$ cat config.mk
export PLATFORM = sky130hd
export DESIGN_NAME = pattern_window_detector_flat
export DESIGN_NICKNAME = d
export VERILOG_FILES = /design/src/rtl/pattern_window_detector_pkg.sv /design/src/rtl/pattern_window_detector_if.sv /design/src/rtl/pattern_window_detector_bit_history.sv /design/src/rtl/pattern_window_detector.sv /design/src/flat_wrapper.sv
export SDC_FILE = /design/constraint.sdc
export NUM_CORES = 1
export LEC_CHECK = 0
export BUFFER_PORTS_ARGS = -buffer_cell sky130_fd_sc_hd__buf_2
export CAP_MARGIN = 20
export CORE_AREA = 3 3 53 55
export CTS_BUF_LIST = sky130_fd_sc_hd__clkbuf_2
export DETAILED_ROUTE_END_ITERATION = 8
export DIE_AREA = 0 0 56 58
export PLACE_DENSITY = 0.76
export SETUP_SLACK_MARGIN = 0.3
export SLEW_MARGIN = 0
export SYNTH_ARGS = -nofsm -noshare
export SYNTH_HDL_FRONTEND = slang
export SYNTH_HIERARCHICAL = 1
export SYNTH_SLANG_ARGS = --single-unit
$ cat constraint.sdc
create_clock -name clk -period 2.4 [get_ports clk]
set_clock_uncertainty 0.1 [all_clocks]
set_input_delay 0.24 -clock clk [delete_from_list [all_inputs] [get_ports clk]]
set_output_delay 0.24 -clock clk [all_outputs]
set_load 0.01 [all_outputs]
$ cat src/rtl/pattern_window_detector_pkg.sv
// pwd_pkg: shared mode encodings and fill-counter width helper for pattern_window_detector
package pwd_pkg;
  localparam logic MODE_OVERLAP = 1'b0;
  localparam logic MODE_NON_OVERLAP = 1'b1;
  function automatic int fill_w(input int win);
    return $clog2(win + 1);
  endfunction
endpackage

$ cat src/rtl/pattern_window_detector_if.sv
// pattern_window_detector_if: cfg/stream inputs and hit/match/count outputs; master drives, slave is the detector
interface pattern_window_detector_if #(
  parameter int PAT_W = 3,
  parameter int CNT_W = 8
);
  logic clr;
  logic cfg_load;
  logic [PAT_W-1:0] cfg_pattern;
  logic [PAT_W-1:0] cfg_mask;
  logic cfg_mode;
  logic in_valid;
  logic in_bit;
  logic hit_o;
  logic match_o;
  logic [CNT_W-1:0] hit_cnt;
  modport master (
    output clr, cfg_load, cfg_pattern, cfg_mask, cfg_mode, in_valid, in_bit,
    input hit_o, match_o, hit_cnt
  );
  modport slave (
    input clr, cfg_load, cfg_pattern, cfg_mask, cfg_mode, in_valid, in_bit,
    output hit_o, match_o, hit_cnt
  );
endinterface

$ cat src/rtl/pattern_window_detector_bit_history.sv
// pwd_bit_history: WIN-bit sample shift register with saturating fill count; exposes post-shift tail and fill
module pwd_bit_history
  import pwd_pkg::*;
#(
  parameter int WIN = 4,
  parameter int PAT_W = 3,
  parameter int FW = fill_w(WIN)
) (
  input  logic clk,
  input  logic rst_n,
  input  logic clr,
  input  logic acc,
  input  logic in_bit,
  input  logic drop_fill,
  output logic [PAT_W-1:0] tail,
  output logic [FW-1:0] fill_next
);
  logic [WIN-1:0] hist, hist_next;
  logic [FW-1:0] fill;
  assign hist_next = acc ? WIN'({hist, in_bit}) : hist;
  assign fill_next = acc & (fill != FW'(WIN)) ? fill + FW'(1) : fill;
  assign tail = hist_next[PAT_W-1:0];
  always_ff @(posedge clk or negedge rst_n) begin
    if (!rst_n) begin
      hist <= '0;
      fill <= '0;
    end else if (clr) begin
      hist <= '0;
      fill <= '0;
    end else if (acc) begin
      hist <= hist_next;
      fill <= drop_fill ? '0 : fill_next;
    end
  end
endmodule

$ cat src/rtl/pattern_window_detector.sv
// pattern_window_detector: masked programmable serial pattern detector with window match and saturating hit counter
module pattern_window_detector
  import pwd_pkg::*;
#(
  parameter int PAT_W = 3,
  parameter int WIN = 4,
  parameter int CNT_W = 8,
  parameter logic [PAT_W-1:0] RST_PAT = PAT_W'(3'b101)
) (
  input logic clk,
  input logic rst_n,
  pattern_window_detector_if.slave bus
);
  localparam int DEPTH = WIN - PAT_W + 1;
  localparam int FW = fill_w(WIN);
  logic [PAT_W-1:0] pat, msk, tail;
  logic mode, wipe, acc, hit;
  logic [FW-1:0] fill_next;
  logic [DEPTH-1:0] hh;
  assign wipe = bus.clr | bus.cfg_load;
  assign acc = bus.in_valid & ~wipe;
  assign hit = acc & (fill_next >= FW'(PAT_W)) & ~|((tail ^ pat) & msk);
  assign bus.match_o = |hh;
  pwd_bit_history #(.WIN(WIN), .PAT_W(PAT_W)) u_hist (
    .clk(clk),
    .rst_n(rst_n),
    .clr(wipe),
    .acc(acc),
    .in_bit(bus.in_bit),
    .drop_fill(hit & (mode == MODE_NON_OVERLAP)),
    .tail(tail),
    .fill_next(fill_next)
  );
  always_ff @(posedge clk or negedge rst_n) begin
    if (!rst_n) begin
      pat <= RST_PAT;
      msk <= '1;
      mode <= MODE_OVERLAP;
    end else if (bus.cfg_load & ~bus.clr) begin
      pat <= bus.cfg_pattern;
      msk <= bus.cfg_mask;
      mode <= bus.cfg_mode;
    end
  end
  always_ff @(posedge clk or negedge rst_n) begin
    if (!rst_n) begin
      hh <= '0;
      bus.hit_o <= 1'b0;
      bus.hit_cnt <= '0;
    end else begin
      hh <= wipe ? '0 : acc ? DEPTH'({hh, hit}) : hh;
      bus.hit_o <= hit;
      bus.hit_cnt <= bus.clr ? '0 : bus.hit_cnt + CNT_W'(hit & ~&bus.hit_cnt);
    end
  end
endmodule
$ cat src/flat_wrapper.sv
// flat-port wrapper written by rule: the top's interface ports become plain ports
module pattern_window_detector_flat import pwd_pkg::*;
#(
  parameter int PAT_W = 3,
  parameter int WIN = 4,
  parameter int CNT_W = 8,
  parameter logic [PAT_W-1:0] RST_PAT = PAT_W'(3'b101)
)
  (clk, rst_n, bus_clr, bus_cfg_load, bus_cfg_pattern, bus_cfg_mask, bus_cfg_mode, bus_in_valid, bus_in_bit, bus_hit_o, bus_match_o, bus_hit_cnt);
  pattern_window_detector_if #(.PAT_W(PAT_W), .CNT_W(CNT_W)) bus_i ();
  input logic clk;
  input logic rst_n;
  input wire logic [$bits(bus_i.clr)-1:0] bus_clr;
  input wire logic [$bits(bus_i.cfg_load)-1:0] bus_cfg_load;
  input wire logic [$bits(bus_i.cfg_pattern)-1:0] bus_cfg_pattern;
  input wire logic [$bits(bus_i.cfg_mask)-1:0] bus_cfg_mask;
  input wire logic [$bits(bus_i.cfg_mode)-1:0] bus_cfg_mode;
  input wire logic [$bits(bus_i.in_valid)-1:0] bus_in_valid;
  input wire logic [$bits(bus_i.in_bit)-1:0] bus_in_bit;
  output wire logic [$bits(bus_i.hit_o)-1:0] bus_hit_o;
  output wire logic [$bits(bus_i.match_o)-1:0] bus_match_o;
  output wire logic [$bits(bus_i.hit_cnt)-1:0] bus_hit_cnt;
  assign bus_i.clr = bus_clr;
  assign bus_i.cfg_load = bus_cfg_load;
  assign bus_i.cfg_pattern = bus_cfg_pattern;
  assign bus_i.cfg_mask = bus_cfg_mask;
  assign bus_i.cfg_mode = bus_cfg_mode;
  assign bus_i.in_valid = bus_in_valid;
  assign bus_i.in_bit = bus_in_bit;
  assign bus_hit_o = bus_i.hit_o;
  assign bus_match_o = bus_i.match_o;
  assign bus_hit_cnt = bus_i.hit_cnt;
  pattern_window_detector #(.PAT_W(PAT_W), .WIN(WIN), .CNT_W(CNT_W), .RST_PAT(RST_PAT)) u_core (.clk(clk), .rst_n(rst_n), .bus(bus_i));
endmodule
==> Implementation_results.wiki <==
{| class="wikitable"
! Metric !! Value
|-
| Sequential element share of the synthesized area || 0.4990
|-
| Critical path cell sequence || inv_2 > ha_4 > nand2_2 > nand2_4 > mux2_4 > a21o_1 > o211ai_1 > nor3_2 > ha_2 > buf_6 > nand2_4 > or3_4 > a21oi_2
|-
| Number of flops mapped to enable cells by yosys || 0
|-
| Die extent in x || 56 um
|-
| Kind of cell adding the most delay to the critical path || simple AND/OR/NAND/NOR gates
|-
| Peak clock frequency supported by timing || 401.3 MHz
|-
| Grt total ovfl || 0
|-
| Number of antenna violations at the first check in global routing || 0
|-
| Least-Margin Pin Slew || 0.6593 ns
|-
| Max-capacitance violation count || 0
|-
| Buffers from clock root to sink, at most || 2
|-
| Number of cells on the worst hold path || 3
|-
| Detailed placement HPWL || 1806 um
|-
| Total Nets Final || 179
|-
| Cell at the root of the clock tree || sky130_fd_sc_hd__clkbuf_2
|-
| Height of the die || 58 um
|-
| Sequential fraction of design power || 0.625
|-
| Routed Wire Length || 2711 um
|-
| Final weighted congestion in routability-driven placement || 0.7788
|-
| Final cell utilization of the core || 0.7130
|-
| Post-route DRC violation count || 0
|-
| Switching component of the power || 0.0001794 W
|-
| Worst path arrival time || 2.69 ns
|-
| Number of nets still failing antenna checks after routing || 0
|-
| Violations in the final reports || setup timing
|-
| Clock tree from TritonCTS || built
|-
| Hold_ws || 0.08815 ns
|-
| Synth-to-layout area growth || 42.59%
|-
| Number of DRC violations after detailed-routing iteration 0 || 14
|-
| Worst-skew pair later-pin latency || 0.34 ns
|-
| Number of global-route vias before repair || 1036
|-
| R2r setup slk || -0.09 ns
|-
| Final Max Slew Viols || 0
|-
| Capture point of the worst reg-to-reg path || u_core/bus.hit_cnt[5]$_DFF_PN0_
|-
| First-pass GRT wire length || 4512 um
|-
| Min Tclk post-route || 2.492 ns
|-
| Sinks on the clock net || 24
|-
| Core outline area || 2432 um^2
|-
| Ports || 23
|-
| Share of cells above drive strength 1 || 0.5342
|-
| Clk slew on worst S/H paths || 0.22 ns
|-
| Number of port buffers || 22
|-
| Category of the worst setup path launch point || register
|-
| Post-Syn Area || 1216 um^2
|-
| Highest cell delay on the worst timing path || 0.43 ns
|-
| Critical R2R Launch || u_core/u_hist/fill[0]$_DFFE_PN0P_
|-
| Maximum level of the CTS H-tree || 1
|-
| Clock group share of total power || 0.225
|-
| Per-cell via count in the routed design || 5.225
|-
| Cell-internal power || 0.0005256 W
|-
| Critical hold path startpoint || bus_in_valid
|-
| Class of the tightest hold or removal check || input port to register
|-
| Critical-path maximum fanout || 3
|-
| Setup ws final || -0.09163 ns
|-
| Most frequently used flop master after synthesis || sky130_fd_sc_hd__dfrtp_1
|-
| Rows || 18
|-
| Total area of sequential cells || 606.8 um^2
|-
| Initial Utilization || 0.5000
|-
| Total iterations of the first detailed-routing run || 3
|-
| Number of endpoints with negative hold slack in the final report || 0
|-
| Critical path required time || 2.60 ns
|-
| Leak Pwr || 0.8102 nW
|-
| Worst rel slew slack || 0.5596
|-
| Finished Layout Cells || 191
|-
| Power Density || 406.5 nW/um^2
|-
| Cells after DPL || 171
|-
| Slowest cell on the critical path || sky130_fd_sc_hd__dfrtp_1
|-
| Share of synthesized registers carrying an async set or reset || 1.000
|-
| Cell count after synthesis || 109
|-
| Library cell appearing most often on the critical path || sky130_fd_sc_hd__nand2_4
|-
| Number of CTS-inserted buffers || 3
|-
| Hold Path Sink || u_core/hh[0]$_DFFE_PN0P_
|-
| Share of total power consumed by net switching || 0.2544
|-
| Vias post-DR || 998
|-
| Number of synthesized register bits || 24
|-
| Fill count || 185
|-
| Post-route clock period utilization || 1.038
|-
| Buffers and inverters on the worst path || 2
|-
| Combinational Power Share || 0.150
|-
| Critical Path Sink Type || register
|-
| Number of antenna cells inserted || 0
|-
| Setup repair after global routing missed its margin || yes
|-
| Final setup violation count || 6
|-
| Gr usage total || 0.1809
|-
| Net count after synthesis || 126
|-
| Result of the run || complete, but fails checks
|-
| Class of the most critical setup path || register to register
|-
| Netlist cell types || 33
|-
| Syn_area_per_cell || 11.16 um^2
|-
| Overall die area || 3248 um^2
|-
| Maximum number of pins on one net before global-route repair || 25
|-
| Area of the multi-input gates || 678.2 um^2
|-
| Worst Reg-to-Reg Cells || 13
|-
| Post-DR wirelength/cell || 14.19 um
|-
| Peak supply drop || 0.3181 mV
|-
| Warnings from Yosys || 6
|}
-- synthesized netlist by cell type, drive strengths merged (4+ instances only) --
master / instances / area share
nor2b: 7 / 0.036
xor2: 4 / 0.029
ha: 4 / 0.041
nand2: 5 / 0.017
mux2: 9 / 0.093
dfstp: 5 / 0.11
nand3: 4 / 0.016
dfrtp: 19 / 0.39
inv: 6 / 0.019
a21oi: 5 / 0.021
o21ai: 5 / 0.021
nor2: 6 / 0.019
-- what timing repair did --
action / 4_1_cts / 5_1_grt
hold endpoints to repair: 25 / 1
buffers inserted: 5 / 3
pin swaps: 12 / 6
hold buffers: 7 / 1
resized for setup: 10 / 16
endpoints found under the setup margin: 11 / 12
-- layer usage --
layer / wire length, um / track usage
met3: 72 / 0.03341
met4: 130 / 0.1085
met2: 1396 / 0.3022
met1: 1112 / 0.2186
met5: 0 / 0
-- per-stage QoR --
step | cell area (um^2) | power [W] | setup TNS (ns) | setup WS, ns
floorplan | 1255 | 0.0004968 | -0.07214 | -0.07214
global placement | 1469 | 0.0005338 | -0.3180 | -0.1153
detailed placement | 1469 | 0.0005371 | -0.6472 | -0.2239
CTS | 1639 | 0.0007080 | -0.02996 | -0.02996
global route | 1734 | 0.0007434 | -1.319 | -0.2458
finish | 1734 | 0.0007049 | -0.3002 | -0.09163
-- cell families after synthesis --
kind of cell,share of synthesized area
XOR/XNOR,0.05041
buffers and inverters,0.04115
AND/OR/NAND/NOR,0.1739
flip-flops,0.4990
adder cells (fa/ha/maj),0.04115
multiplexers,0.1008
AO/OA/AOI/OAI,0.09363
-- cells in the final DEF, fill, tap and decap left out, types with 4 or more instances in the layout --
cell	instances
sky130_fd_sc_hd__mux2_2	5
sky130_fd_sc_hd__dfstp_2	5
sky130_fd_sc_hd__nor2b_1	5
sky130_fd_sc_hd__nor2_1	6
sky130_fd_sc_hd__buf_2	22
sky130_fd_sc_hd__xor2_1	4
sky130_fd_sc_hd__buf_4	15
sky130_fd_sc_hd__a21oi_2	4
sky130_fd_sc_hd__inv_1	4
sky130_fd_sc_hd__dlygate4sd3_1	8
sky130_fd_sc_hd__buf_6	6
sky130_fd_sc_hd__o21ai_0	5
sky130_fd_sc_hd__dfrtp_1	19
sky130_fd_sc_hd__mux2_4	4
-- flip-flops by register name, summed over array words and instances (netlist names) --
| register | cells |
|---|---|
| u_core/mode | 1 |
| u_core/u_hist/fill | 3 |
| u_core/bus.hit_o | 1 |
| u_core/hh | 2 |
| u_core/pat | 3 |
| u_core/bus.hit_cnt | 8 |
| u_core/msk | 3 |
| u_core/u_hist/hist | 3 |
-- how the worst max path moves through the flow --
stage / startpoint / end / slack, ns / cells past startpoint
2_1_floorplan: bus_clr / u_core/bus.hit_cnt[6]$_DFF_PN0_ / -0.07 / 12
4_1_cts: u_core/u_hist/fill[1]$_DFFE_PN0P_ / u_core/bus.hit_cnt[4]$_DFF_PN0_ / -0.03 / 14
3_3_place_gp: bus_cfg_load / u_core/bus.hit_cnt[4]$_DFF_PN0_ / -0.12 / 13
3_5_place_dp: bus_cfg_load / u_core/bus.hit_cnt[6]$_DFF_PN0_ / -0.22 / 12
6_report: u_core/u_hist/fill[0]$_DFFE_PN0P_ / u_core/bus.hit_cnt[5]$_DFF_PN0_ / -0.09 / 13
5_1_grt: u_core/u_hist/fill[1]$_DFFE_PN0P_ / u_core/bus.hit_cnt[5]$_DFF_PN0_ / -0.25 / 12
-- power by group through the flow --
stage | Clock [W] | Combinational [W] | Sequential (W)
6_report | 0.000159 | 0.000106 | 0.000440
5_1_grt | 0.000184 | 0.000116 | 0.000444
4_1_cts | 0.000165 | 0.000102 | 0.000441
3_5_place_dp | 0 | 0.0000894 | 0.000448
3_3_place_gp | 0 | 0.0000864 | 0.000447
2_1_floorplan | 0 | 0.0000517 | 0.000445
-- layout make-up --
class                           instances  share of cell area
Inverter                                6             0.01299
Clock inverter                          1            0.002165
Timing Repair Buffer                   51              0.2136
Tap cell                               30             0.02165
Clock buffer                            3            0.008658
Sequential cell                        24              0.3499
Multi-Input combinational cell         76              0.3911
-- worst register-to-register path: stages, from the launching register on --
cell,delay (ns)
sky130_fd_sc_hd__dfrtp_1,0.43
sky130_fd_sc_hd__inv_2,0.06
sky130_fd_sc_hd__ha_4,0.16
sky130_fd_sc_hd__nand2_2,0.09
sky130_fd_sc_hd__nand2_4,0.07
sky130_fd_sc_hd__mux2_4,0.19
sky130_fd_sc_hd__a21o_1,0.10
sky130_fd_sc_hd__o211ai_1,0.13
sky130_fd_sc_hd__nor3_2,0.21
sky130_fd_sc_hd__ha_2,0.25
sky130_fd_sc_hd__buf_6,0.12
sky130_fd_sc_hd__nand2_4,0.05
sky130_fd_sc_hd__or3_4,0.37
sky130_fd_sc_hd__a21oi_2,0.13
No activity file was read; power rests on OpenSTA's default activity.
